[src/rtl/pc_flag_unit_pkg.sv]
`default_nettype none
// +--------------------------------------------------------------------------+
// | pc_flag_unit_pkg                                                         |
// | Shared state encoding, default widths and helpers for pc_flag_unit.      |
// | Rev 1.0                                                                  |
// +--------------------------------------------------------------------------+
package pc_flag_unit_pkg;

    localparam int PC_W_DEF      = 10;
    localparam int LUT_IDX_W_DEF = 4;

    typedef enum logic [1:0] {
        IDLE = 2'd0,
        RUN  = 2'd1,
        HALT = 2'd2
    } pc_state_e;

    function automatic logic [15:0] sat_inc16(input logic [15:0] v);
        return (v == 16'hFFFF) ? v : v + 16'd1;
    endfunction

endpackage
`default_nettype wire

[src/rtl/pc_flag_unit_if.sv]
`default_nettype none
// +--------------------------------------------------------------------------+
// | pc_flag_unit_if                                                          |
// | Run-control, branch and status bus between the core/top and the PC unit.|
// | Optional CYCLES output present when PC_CYCLE_COUNT_EN is defined.        |
// | Rev 1.0                                                                  |
// +--------------------------------------------------------------------------+
interface pc_flag_unit_if
    import pc_flag_unit_pkg::*;
#(
    parameter int PC_W      = PC_W_DEF,
    parameter int LUT_IDX_W = LUT_IDX_W_DEF
);
    logic                 start;
    logic                 stall;
    logic                 halt_req;
    logic                 branch_en;
    logic [LUT_IDX_W-1:0] branch_idx;
    logic                 flag_we;
    logic                 flag_d;
    logic                 ovf_we;
    logic                 ovf_d;
    logic [PC_W-1:0]      pc;
    logic                 flag;
    logic                 overflow;
    logic                 running;
    logic                 done;
`ifdef PC_CYCLE_COUNT_EN
    logic [15:0]          cycles;
`endif

    modport master (
        output start, stall, halt_req, branch_en, branch_idx,
        output flag_we, flag_d, ovf_we, ovf_d,
`ifdef PC_CYCLE_COUNT_EN
        input  cycles,
`endif
        input  pc, flag, overflow, running, done
    );

    modport slave (
        input  start, stall, halt_req, branch_en, branch_idx,
        input  flag_we, flag_d, ovf_we, ovf_d,
`ifdef PC_CYCLE_COUNT_EN
        output cycles,
`endif
        output pc, flag, overflow, running, done
    );

endinterface
`default_nettype wire

[src/rtl/pc_flag_unit_branch_lut.sv]
`default_nettype none
// +--------------------------------------------------------------------------+
// | pc_flag_unit_branch_lut                                                  |
// | Combinational branch-target ROM; edit the table here to change programs. |
// | Rev 1.0                                                                  |
// +--------------------------------------------------------------------------+
module pc_flag_unit_branch_lut
    import pc_flag_unit_pkg::*;
#(
    parameter int              PC_W       = PC_W_DEF,
    parameter int              LUT_IDX_W  = LUT_IDX_W_DEF,
    parameter logic [PC_W-1:0] START_ADDR = '0
) (
    input  logic [LUT_IDX_W-1:0] idx,
    output logic [PC_W-1:0]      target
);

    always_comb begin
        target = START_ADDR;
        case (idx)
            LUT_IDX_W'(3): target = PC_W'(10'h040);
            LUT_IDX_W'(5): target = PC_W'(10'h3FF);
            LUT_IDX_W'(7): target = PC_W'(10'h00C);
            LUT_IDX_W'(9): target = PC_W'(10'h025);
            // unprogrammed slots fall back to the restart address
            default:       target = START_ADDR;
        endcase
    end

endmodule
`default_nettype wire

[src/rtl/pc_flag_unit.sv]
`default_nettype none
// +--------------------------------------------------------------------------+
// | pc_flag_unit                                                             |
// | PC and FLAG/OVERFLOW status stage with IDLE/RUN/HALT run control.        |
// | Optional cycle counter enabled by macro PC_CYCLE_COUNT_EN.               |
// | Rev 1.0                                                                  |
// +--------------------------------------------------------------------------+
module pc_flag_unit
    import pc_flag_unit_pkg::*;
#(
    parameter int              PC_W       = PC_W_DEF,
    parameter int              LUT_IDX_W  = LUT_IDX_W_DEF,
    parameter logic [PC_W-1:0] START_ADDR = '0
) (
    input  logic          clk,
    input  logic          rst_n,
    pc_flag_unit_if.slave bus
);

    pc_state_e       state_q, state_d;
    logic [PC_W-1:0] pc_q, pc_d;
    logic            flag_q, flag_d;
    logic            ovfl_q, ovfl_d;
    logic [PC_W-1:0] lut_target;
`ifdef PC_CYCLE_COUNT_EN
    logic [15:0]     cyc_q, cyc_d;
`endif

    pc_flag_unit_branch_lut #(
        .PC_W       (PC_W),
        .LUT_IDX_W  (LUT_IDX_W),
        .START_ADDR (START_ADDR)
    ) u_branch_lut (
        .idx    (bus.branch_idx),
        .target (lut_target)
    );

    always_comb begin
        state_d = state_q;
        pc_d    = pc_q;
        flag_d  = flag_q;
        ovfl_d  = ovfl_q;
`ifdef PC_CYCLE_COUNT_EN
        cyc_d   = cyc_q;
`endif
        case (state_q)
            IDLE, HALT: begin
                if (bus.start) begin
                    state_d = RUN;
                    pc_d    = START_ADDR;
                    flag_d  = 1'b0;
                    ovfl_d  = 1'b0;
`ifdef PC_CYCLE_COUNT_EN
                    cyc_d   = 16'd0;
`endif
                end
            end
            RUN: begin
                // START is deliberately not decoded here: a restart needs HALT first
                if (!bus.stall) begin
                    if (bus.flag_we) flag_d = bus.flag_d;
                    if (bus.ovf_we)  ovfl_d = bus.ovf_d;
`ifdef PC_CYCLE_COUNT_EN
                    cyc_d = sat_inc16(cyc_q);
`endif
                    if (bus.halt_req) begin
                        state_d = HALT;
                    end else if (bus.branch_en) begin
                        pc_d = lut_target;
                    end else begin
                        pc_d = pc_q + PC_W'(1);
                    end
                end
            end
            default: state_d = IDLE;
        endcase
    end

    always_ff @(posedge clk or negedge rst_n) begin
        if (!rst_n) begin
            state_q <= IDLE;
            pc_q    <= START_ADDR;
            flag_q  <= 1'b0;
            ovfl_q  <= 1'b0;
`ifdef PC_CYCLE_COUNT_EN
            cyc_q   <= 16'd0;
`endif
        end else begin
            state_q <= state_d;
            pc_q    <= pc_d;
            flag_q  <= flag_d;
            ovfl_q  <= ovfl_d;
`ifdef PC_CYCLE_COUNT_EN
            cyc_q   <= cyc_d;
`endif
        end
    end

    assign bus.pc       = pc_q;
    assign bus.flag     = flag_q;
    assign bus.overflow = ovfl_q;
    assign bus.running  = (state_q == RUN);
    assign bus.done     = (state_q == HALT);
`ifdef PC_CYCLE_COUNT_EN
    assign bus.cycles   = cyc_q;
`endif

endmodule
`default_nettype wire

[src/flat_wrapper.sv]
// flat-port wrapper written by rule: the top's interface ports become plain ports
module pc_flag_unit_flat import pc_flag_unit_pkg::*;
#(
    parameter int              PC_W       = PC_W_DEF,
    parameter int              LUT_IDX_W  = LUT_IDX_W_DEF,
    parameter logic [PC_W-1:0] START_ADDR = '0
)
  (clk, rst_n, bus_start, bus_stall, bus_halt_req, bus_branch_en, bus_branch_idx, bus_flag_we, bus_flag_d, bus_ovf_we, bus_ovf_d, bus_pc, bus_flag, bus_overflow, bus_running, bus_done);
  pc_flag_unit_if #(.PC_W(PC_W), .LUT_IDX_W(LUT_IDX_W)) bus_i ();
  input  logic clk;
  input  logic rst_n;
  input wire logic [$bits(bus_i.start)-1:0] bus_start;
  input wire logic [$bits(bus_i.stall)-1:0] bus_stall;
  input wire logic [$bits(bus_i.halt_req)-1:0] bus_halt_req;
  input wire logic [$bits(bus_i.branch_en)-1:0] bus_branch_en;
  input wire logic [$bits(bus_i.branch_idx)-1:0] bus_branch_idx;
  input wire logic [$bits(bus_i.flag_we)-1:0] bus_flag_we;
  input wire logic [$bits(bus_i.flag_d)-1:0] bus_flag_d;
  input wire logic [$bits(bus_i.ovf_we)-1:0] bus_ovf_we;
  input wire logic [$bits(bus_i.ovf_d)-1:0] bus_ovf_d;
  output wire logic [$bits(bus_i.pc)-1:0] bus_pc;
  output wire logic [$bits(bus_i.flag)-1:0] bus_flag;
  output wire logic [$bits(bus_i.overflow)-1:0] bus_overflow;
  output wire logic [$bits(bus_i.running)-1:0] bus_running;
  output wire logic [$bits(bus_i.done)-1:0] bus_done;
  assign bus_i.start = bus_start;
  assign bus_i.stall = bus_stall;
  assign bus_i.halt_req = bus_halt_req;
  assign bus_i.branch_en = bus_branch_en;
  assign bus_i.branch_idx = bus_branch_idx;
  assign bus_i.flag_we = bus_flag_we;
  assign bus_i.flag_d = bus_flag_d;
  assign bus_i.ovf_we = bus_ovf_we;
  assign bus_i.ovf_d = bus_ovf_d;
  assign bus_pc = bus_i.pc;
  assign bus_flag = bus_i.flag;
  assign bus_overflow = bus_i.overflow;
  assign bus_running = bus_i.running;
  assign bus_done = bus_i.done;
  pc_flag_unit #(.PC_W(PC_W), .LUT_IDX_W(LUT_IDX_W), .START_ADDR(START_ADDR)) u_core (.clk(clk), .rst_n(rst_n), .bus(bus_i));
endmodule
[config.mk]
export PLATFORM = sky130hd
export DESIGN_NAME = pc_flag_unit_flat
export DESIGN_NICKNAME = d
export VERILOG_FILES = /design/src/rtl/pc_flag_unit_pkg.sv /design/src/rtl/pc_flag_unit_if.sv /design/src/rtl/pc_flag_unit_branch_lut.sv /design/src/rtl/pc_flag_unit.sv /design/src/flat_wrapper.sv
export SDC_FILE = /design/constraint.sdc
export NUM_CORES = 1
export LEC_CHECK = 0
export CAP_MARGIN = 20
export CORE_MARGIN = 8
export CORE_UTILIZATION = 42
export DETAILED_ROUTE_END_ITERATION = 12
export GPL_ROUTABILITY_DRIVEN = 0
export PLACE_DENSITY = 0.75
export SETUP_SLACK_MARGIN = 0.2
export SKIP_CTS_REPAIR_TIMING = 1
export SYNTH_ARGS = -nofsm -noshare
export SYNTH_HDL_FRONTEND = slang
export SYNTH_SLANG_ARGS = --single-unit
export TNS_END_PERCENT = 100
[constraint.sdc]
create_clock -name clk -period 1.2 [get_ports clk]
set_input_delay 0.24 -clock clk [delete_from_list [all_inputs] [get_ports clk]]
set_output_delay 0.24 -clock clk [all_outputs]
set_load 0.05 [all_outputs]
==> flow_summary.json, run 1 <==
{
  "critPathMaxFanout": 4,
  "irDropWorstVdd_mv": 2.07,
  "drt_iter0_markers": 61,
  "viasPerCell": 5.68,
  "cpPeakStageDelay_ns": 0.44,
  "power_leakage_nw": 0.807,
  "swShare": 0.421,
  "start_kind": "register",
  "crit_chain": "nand2b_4 > buf_6 > clkinvlp_4 > buf_12",
  "status": "complete, but fails checks",
  "wl_per_cell_um": 17.6,
  "syn_nets": 122,
  "drive_gt1_frac": 0.471,
  "grt_antenna_before_repair": 0,
  "yosysWarnings": 0,
  "die_x_um": 63.8,
  "reg2reg_depth": 6,
  "setup_violations": 18,
  "synth_edf_count": 0,
  "clk_latency_ns": 0.28,
  "drt_first_pass_iters": 4,
  "internal_power_mw": 2.13,
  "reg2reg_to": "u_core.bus.pc[8]",
  "p_seq_frac": 0.212,
  "clock_power_share": 0.097,
  "grt_setup_unrepaired": "true",
  "drc_errors": 0,
  "finalPower_mw": 3.68,
  "synth.yosys.seq_area_share": 0.366,
  "grt_pass1_wl_um": 5060,
  "hold_viol_final": 0,
  "crit_slowest_cell": "dfrtp_2",
  "cap_violations": 0,
  "reg2reg_setup_slack_ns": -0.24,
  "htree_num_levels": 1,
  "max_freq_mhz": 691,
  "end_kind": "output port",
  "placed_cell_area_um2": 1620,
  "syn_avg_cell_area_um2": 8.96,
  "crit_family": "flip-flops",
  "finalClockSkew_ns": 0.00417,
  "crit_start": "u_core.state_q[1]",
  "arrival_ns": 1.21,
  "critical_path_class": "register to output port",
  "nets": 188,
  "n_antenna_cell": 0,
  "maxSlewViolCount": 0,
  "synthFlopType": "dfrtp_1",
  "cts_buffer_depth": 2,
  "area_growth_pct": 89.9,
  "nFillCells": 121,
  "crit_end": "bus_running",
  "grt_max_degree": 15,
  "dp_hpwl_um": 2400,
  "fp.dieArea_um2": 4070,
  "multi_input_area_um2": 611,
  "combinationalPowerShare": 0.691,
  "worst_pin_slew_ns": 0.304,
  "cp.depth": 4,
  "core_area_um2": 2190,
  "ys_ff_latch": 14,
  "final-seq-area_um2": 359,
  "clkTransAtPathRegs_ns": 0.10,
  "pwr_density_cell_nw_per_um2": 2020,
  "stdcell_area_um2": 1820,
  "worst_slack_ns": -0.247,
  "synth_area_leaders": "dfrtp_1 37%, o21ai_0 6.8%, inv_1 4.3%, nor2b_1 3.3%, nand2_1 3.1%",
  "path_buf_inv": 3,
  "die_h_um": 63.8,
  "timing.final.crit_share": 1.21,
  "finalCriticalPeriod_ns": 1.45,
  "port_buffers": 27,
  "netlist_area_um2": 958,
  "synthCells": 107,
  "cp.required_ns": 0.96,
  "synth_top_area_share": 0.366,
  "yosysTopAreaCell": "dfrtp_1",
  "cts_tree": "built",
  "wirelength_um": 3510,
  "num_io_pins": 28,
  "initial_core_util": 0.437,
  "async_flop_share": 1.00,
  "drtAntennaViolNets": 0,
  "first_global_vias": 1127,
  "cts-root-buf": "clkbuf_4",
  "cts-buffers-inserted": 3,
  "max-slew-margin-rel": 0.797,
  "grtUsageTotal": 0.147,
  "rows": 17,
  "hp-class": "input port to asynchronous set/reset pin",
  "routed-via-count": 1135,
  "reg2reg_from": "u_core.state_q[1]",
  "switchingPower_mw": 1.55,
  "yosysUniqueCellTypes": 40,
  "cts.sinks": 14,
  "overflow": 0,
  "violations": "setup timing"
}
per-stage QoR:
stage | hold WS (ns) | std cells | setup TNS [ns] | util | setup slack [ns]
global route | 0.276 | 200 | -3.88 | 0.831 | -0.304
CTS | 0.272 | 189 | -2.41 | 0.757 | -0.318
floorplan | -0.0556 | 107 | -1.09 | - | -0.186
global placement | 0.523 | 185 | -4.48 | 0.740 | -0.406
detailed placement | 0.514 | 185 | -5.25 | 0.740 | -0.492
finish | 0.270 | 200 | -2.82 | 0.831 | -0.247
synthesized netlist by cell type (2+ instances only):
| library cell | count |
|---|---|
| nor2b_1 | 5 |
| o21ai_2 | 2 |
| inv_1 | 11 |
| a21oi_2 | 2 |
| a21oi_1 | 2 |
| a22o_1 | 3 |
| a31oi_1 | 3 |
| nand2_1 | 8 |
| nand2b_1 | 2 |
| a21o_1 | 2 |
| o21ai_0 | 13 |
| clkbuf_1 | 2 |
| nand3_1 | 5 |
| nand3b_1 | 2 |
| nand4_1 | 2 |
| o22ai_1 | 3 |
| dfrtp_1 | 14 |
| nor3_1 | 2 |
| and4_1 | 2 |
| and3_1 | 2 |
cell usage in the layout (no fill, tap or decap), drive strengths merged, types with 2 or more instances in the layout:
master / netlist / layout
clkdlybuf4s50: 0 / 11
nand3b: 2 / 2
clkbuf: 2 / 4
nor2b: 5 / 5
a31oi: 3 / 3
o22ai: 4 / 4
nand3: 5 / 5
a22o: 3 / 3
dfrtp: 14 / 14
inv: 11 / 10
and4: 2 / 2
nand2b: 3 / 3
a21oi: 4 / 4
o21a: 2 / 2
nand4: 2 / 2
a21o: 2 / 2
buf: 1 / 51
and3: 2 / 2
dlymetal6s2s: 0 / 2
nor3: 2 / 2
nand2: 8 / 8
o21ai: 15 / 15
routing by layer:
| metal | global-route usage | vias to the layer above | share of wire |
|---|---|---|---|
| li1 | - | 528 | - |
| met1 | 0.162 | 533 | 0.40 |
| met4 | 0.0474 | 0 | 0.032 |
| met5 | 0 | - | 0 |
| met3 | 0.0418 | 15 | 0.065 |
| met2 | 0.266 | 59 | 0.51 |
logic make-up (layout without fill, tap and decap cells):
| logic type | Yosys count | count (layout) | share of synthesized area |
|---|---|---|---|
| AND/OR/NAND/NOR | 36 | 36 | 0.244 |
| adder cells (fa/ha/maj) | 1 | 1 | 0.0131 |
| AO/OA/AOI/OAI | 40 | 40 | 0.300 |
| buffers and inverters | 14 | 79 | 0.0588 |
| XOR/XNOR | 2 | 2 | 0.0183 |
| flip-flops | 14 | 14 | 0.366 |
registers in the layout, summed over array words and instances, names as in the netlist:
register and count:
u_core.bus.flag 1, u_core.bus.overflow 1, u_core.bus.pc 10, u_core.state_q 2
cell type report:
cell class                 count  share of cell area
clock buffer                   4              0.0199
timing repair buffer          64               0.403
inverter                      11              0.0247
multi-input combinational     79               0.335
tap                           28              0.0192
sequential                    14               0.197
how the worst min path moves through the flow:
stage                                 from          endpoint  slack (ns)
after floorplan                      rst_n   u_core.bus.flag       -0.06
after global placement    u_core.bus.pc[1]  u_core.bus.pc[1]        0.52
after detailed placement  u_core.bus.pc[1]  u_core.bus.pc[1]        0.51
after CTS                            rst_n  u_core.bus.pc[9]        0.27
final                                rst_n  u_core.bus.pc[9]        0.27
after global routing                 rst_n  u_core.bus.pc[9]        0.28
power by group through the flow:
stage / Combinational [mW] / Clock [mW] / Sequential [mW]
after floorplan: 0.703 / 0 / 1.11
after global placement: 2.09 / 0 / 0.782
after detailed placement: 2.14 / 0 / 0.784
after CTS: 2.15 / 0.348 / 0.778
after global routing: 2.65 / 0.379 / 0.797
final: 2.54 / 0.355 / 0.781
worst reg2reg max path, cell delays in order, from the launching register on:
cell and delay (ns):
dfrtp_2 0.44, buf_4 0.15, nor4b_4 0.25, buf_4 0.18, o21a_4 0.18, o211ai_1 0.10, nand3_1 0.10
Note: power is estimated with default switching activity, not from simulation.
==> run 2, diff against run 1 <==
--- a/config.mk
+++ b/config.mk
@@ -10,7 +10,7 @@
 export CORE_UTILIZATION = 42
 export DETAILED_ROUTE_END_ITERATION = 12
 export GPL_ROUTABILITY_DRIVEN = 0
-export PLACE_DENSITY = 0.75
+export PLACE_DENSITY = 0.78
 export SETUP_SLACK_MARGIN = 0.2
 export SKIP_CTS_REPAIR_TIMING = 1
 export SYNTH_ARGS = -nofsm -noshare
==> run 2 against run 1 <==
Compared with the run above: the run still ends with setup timing left; core utilization grew 1.1 points; final area grew 1.3%; via count grew 6.3%; die area is the same; worst setup slack lost 0.045 ns; clock skew grew 0.0025 ns; power grew 1.2%; flip-flop and latch count is the same; worst hold slack lost 0.0059 ns; critical endpoint is now u_core.bus.pc[9]; highest routed layer unchanged.
==> flow_summary.json, run 2 (synthesized netlist as in run 1, its figures left out) <==
{
  "status": "complete, but fails checks",
  "violations": "setup timing",
  "core_area_um2": 2190,
  "finalClockSkew_ns": 0.00662,
  "final_cells": 201,
  "finalPower_mw": 3.72,
  "finalCriticalPeriod_ns": 1.49,
  "nets": 189,
  "n_antenna_cell": 0,
  "viasPerCell": 6.00,
  "crit_start": "u_core.state_q[1]",
  "dp_cells": 184,
  "end_kind": "register",
  "die_h_um": 63.8,
  "max_freq_mhz": 670,
  "reg2reg_setup_slack_ns": -0.29,
  "clk_latency_ns": 0.28,
  "clkTransAtPathRegs_ns": 0.10,
  "pwr_density_cell_nw_per_um2": 2020,
  "cts_buffer_depth": 2,
  "grt_setup_unrepaired": "true",
  "timing.final.crit_share": 1.24,
  "final_cell_mix": "26 x buf_4, 14 x buf_12, 12 x buf_6",
  "largest_reg_flops": 10,
  "routed-via-count": 1206,
  "cts-root-buf": "clkbuf_4",
  "reg2reg_to": "u_core.bus.pc[9]",
  "first_global_vias": 1174,
  "critPathMaxFanout": 8,
  "hold_viol_final": 0,
  "hp-class": "input port to asynchronous set/reset pin",
  "initial_core_util": 0.437,
  "cts.sinks": 14,
  "grtUsageTotal": 0.157,
  "layout.cells.most_common": "buf_4",
  "cts-buffers-inserted": 3,
  "cap_violations": 0,
  "dr.max_layer_used": "met4",
  "drive_gt1_frac": 0.491,
  "grt_pass1_wl_um": 5340,
  "overflow": 0,
  "die_x_um": 63.8,
  "critical_path_class": "register to register",
  "worst_slack_ns": -0.292,
  "power_leakage_nw": 0.838,
  "grt_antenna_before_repair": 0,
  "maxSlewViolCount": 0,
  "reg2reg_depth": 5,
  "drt_iter0_markers": 103,
  "grt_max_degree": 15,
  "drt_first_pass_iters": 4,
  "max-slew-margin-rel": 0.744,
  "start_kind": "register",
  "port_buffers": 27,
  "crit_end": "u_core.bus.pc[9]",
  "reg2reg_from": "u_core.state_q[1]",
  "rows": 17,
  "cp.required_ns": 1.41,
  "area_growth_pct": 92.4,
  "fp.dieArea_um2": 4070,
  "met3_length_um": 263,
  "wirelength_um": 3790,
  "setup_violations": 20,
  "drc_errors": 0,
  "wl_met1_um": 1480,
  "dp_hpwl_um": 2350,
  "irDropWorstVdd_mv": 1.83,
  "arrival_ns": 1.70,
  "wl_per_cell_um": 18.9,
  "drtAntennaViolNets": 0,
  "htree_num_levels": 1,
  "worst_pin_slew_ns": 0.385,
  "wl_met2_um": 1940,
  "cts_tree": "built",
  "num_io_pins": 28
}
run 2: cell type report:
type	instances	area [µm²]
fillers	121	347
flip-flops and latches	14	360
clock buffers	4	36.3
well taps	28	35.0
multi-input cells	79	617
inverters	11	45.0
repair buffers	65	751
run 2: metrics by stage:
stage	hold WS [ns]	area (µm²)	setup WS, ns	TNS [ns]	util
6_report	0.264	1840	-0.292	-3.23	0.842
5_1_grt	0.277	1840	-0.404	-4.29	0.842
4_1_cts	0.276	1650	-0.346	-2.87	0.753
3_5_place_dp	0.523	1610	-0.556	-5.51	0.737
3_3_place_gp	0.508	1610	-0.479	-4.65	0.737
2_1_floorplan	-0.0556	1000	-0.186	-1.09	-
run 2: routing by layer:
metal	GRT usage	vias up
met5	0	-
met4	0.0529	0
met3	0.0505	19
met2	0.284	63
met1	0.169	595
li1	-	529
run 2: critical path, cell delays in order, from the launching register on:
cell and delay (ns):
dfrtp_2 0.46, nand2b_4 0.17, buf_4 0.14, o221ai_4 0.33, o21bai_1 0.18, o2bb2ai_1 0.14
run 2: how the worst min path moves through the flow:
stage	slack, ns	end	cells past startpoint	start
global placement	0.51	u_core.bus.pc[1]	2	u_core.bus.pc[1]
finish	0.26	u_core.bus.overflow	2	rst_n
global route	0.28	u_core.bus.overflow	2	rst_n
CTS	0.28	u_core.bus.pc[3]	2	rst_n
floorplan	-0.06	u_core.bus.flag	0	rst_n
detailed placement	0.52	u_core.bus.pc[1]	2	u_core.bus.pc[1]
run 2: report_power, final:
| part | total, mW | internal (mW) | switching [mW] |
|---|---|---|---|
| clock network | 0.351 | 0.185 | 0.166 |
| registers | 0.806 | 0.615 | 0.191 |
| logic | 2.56 | 1.33 | 1.24 |
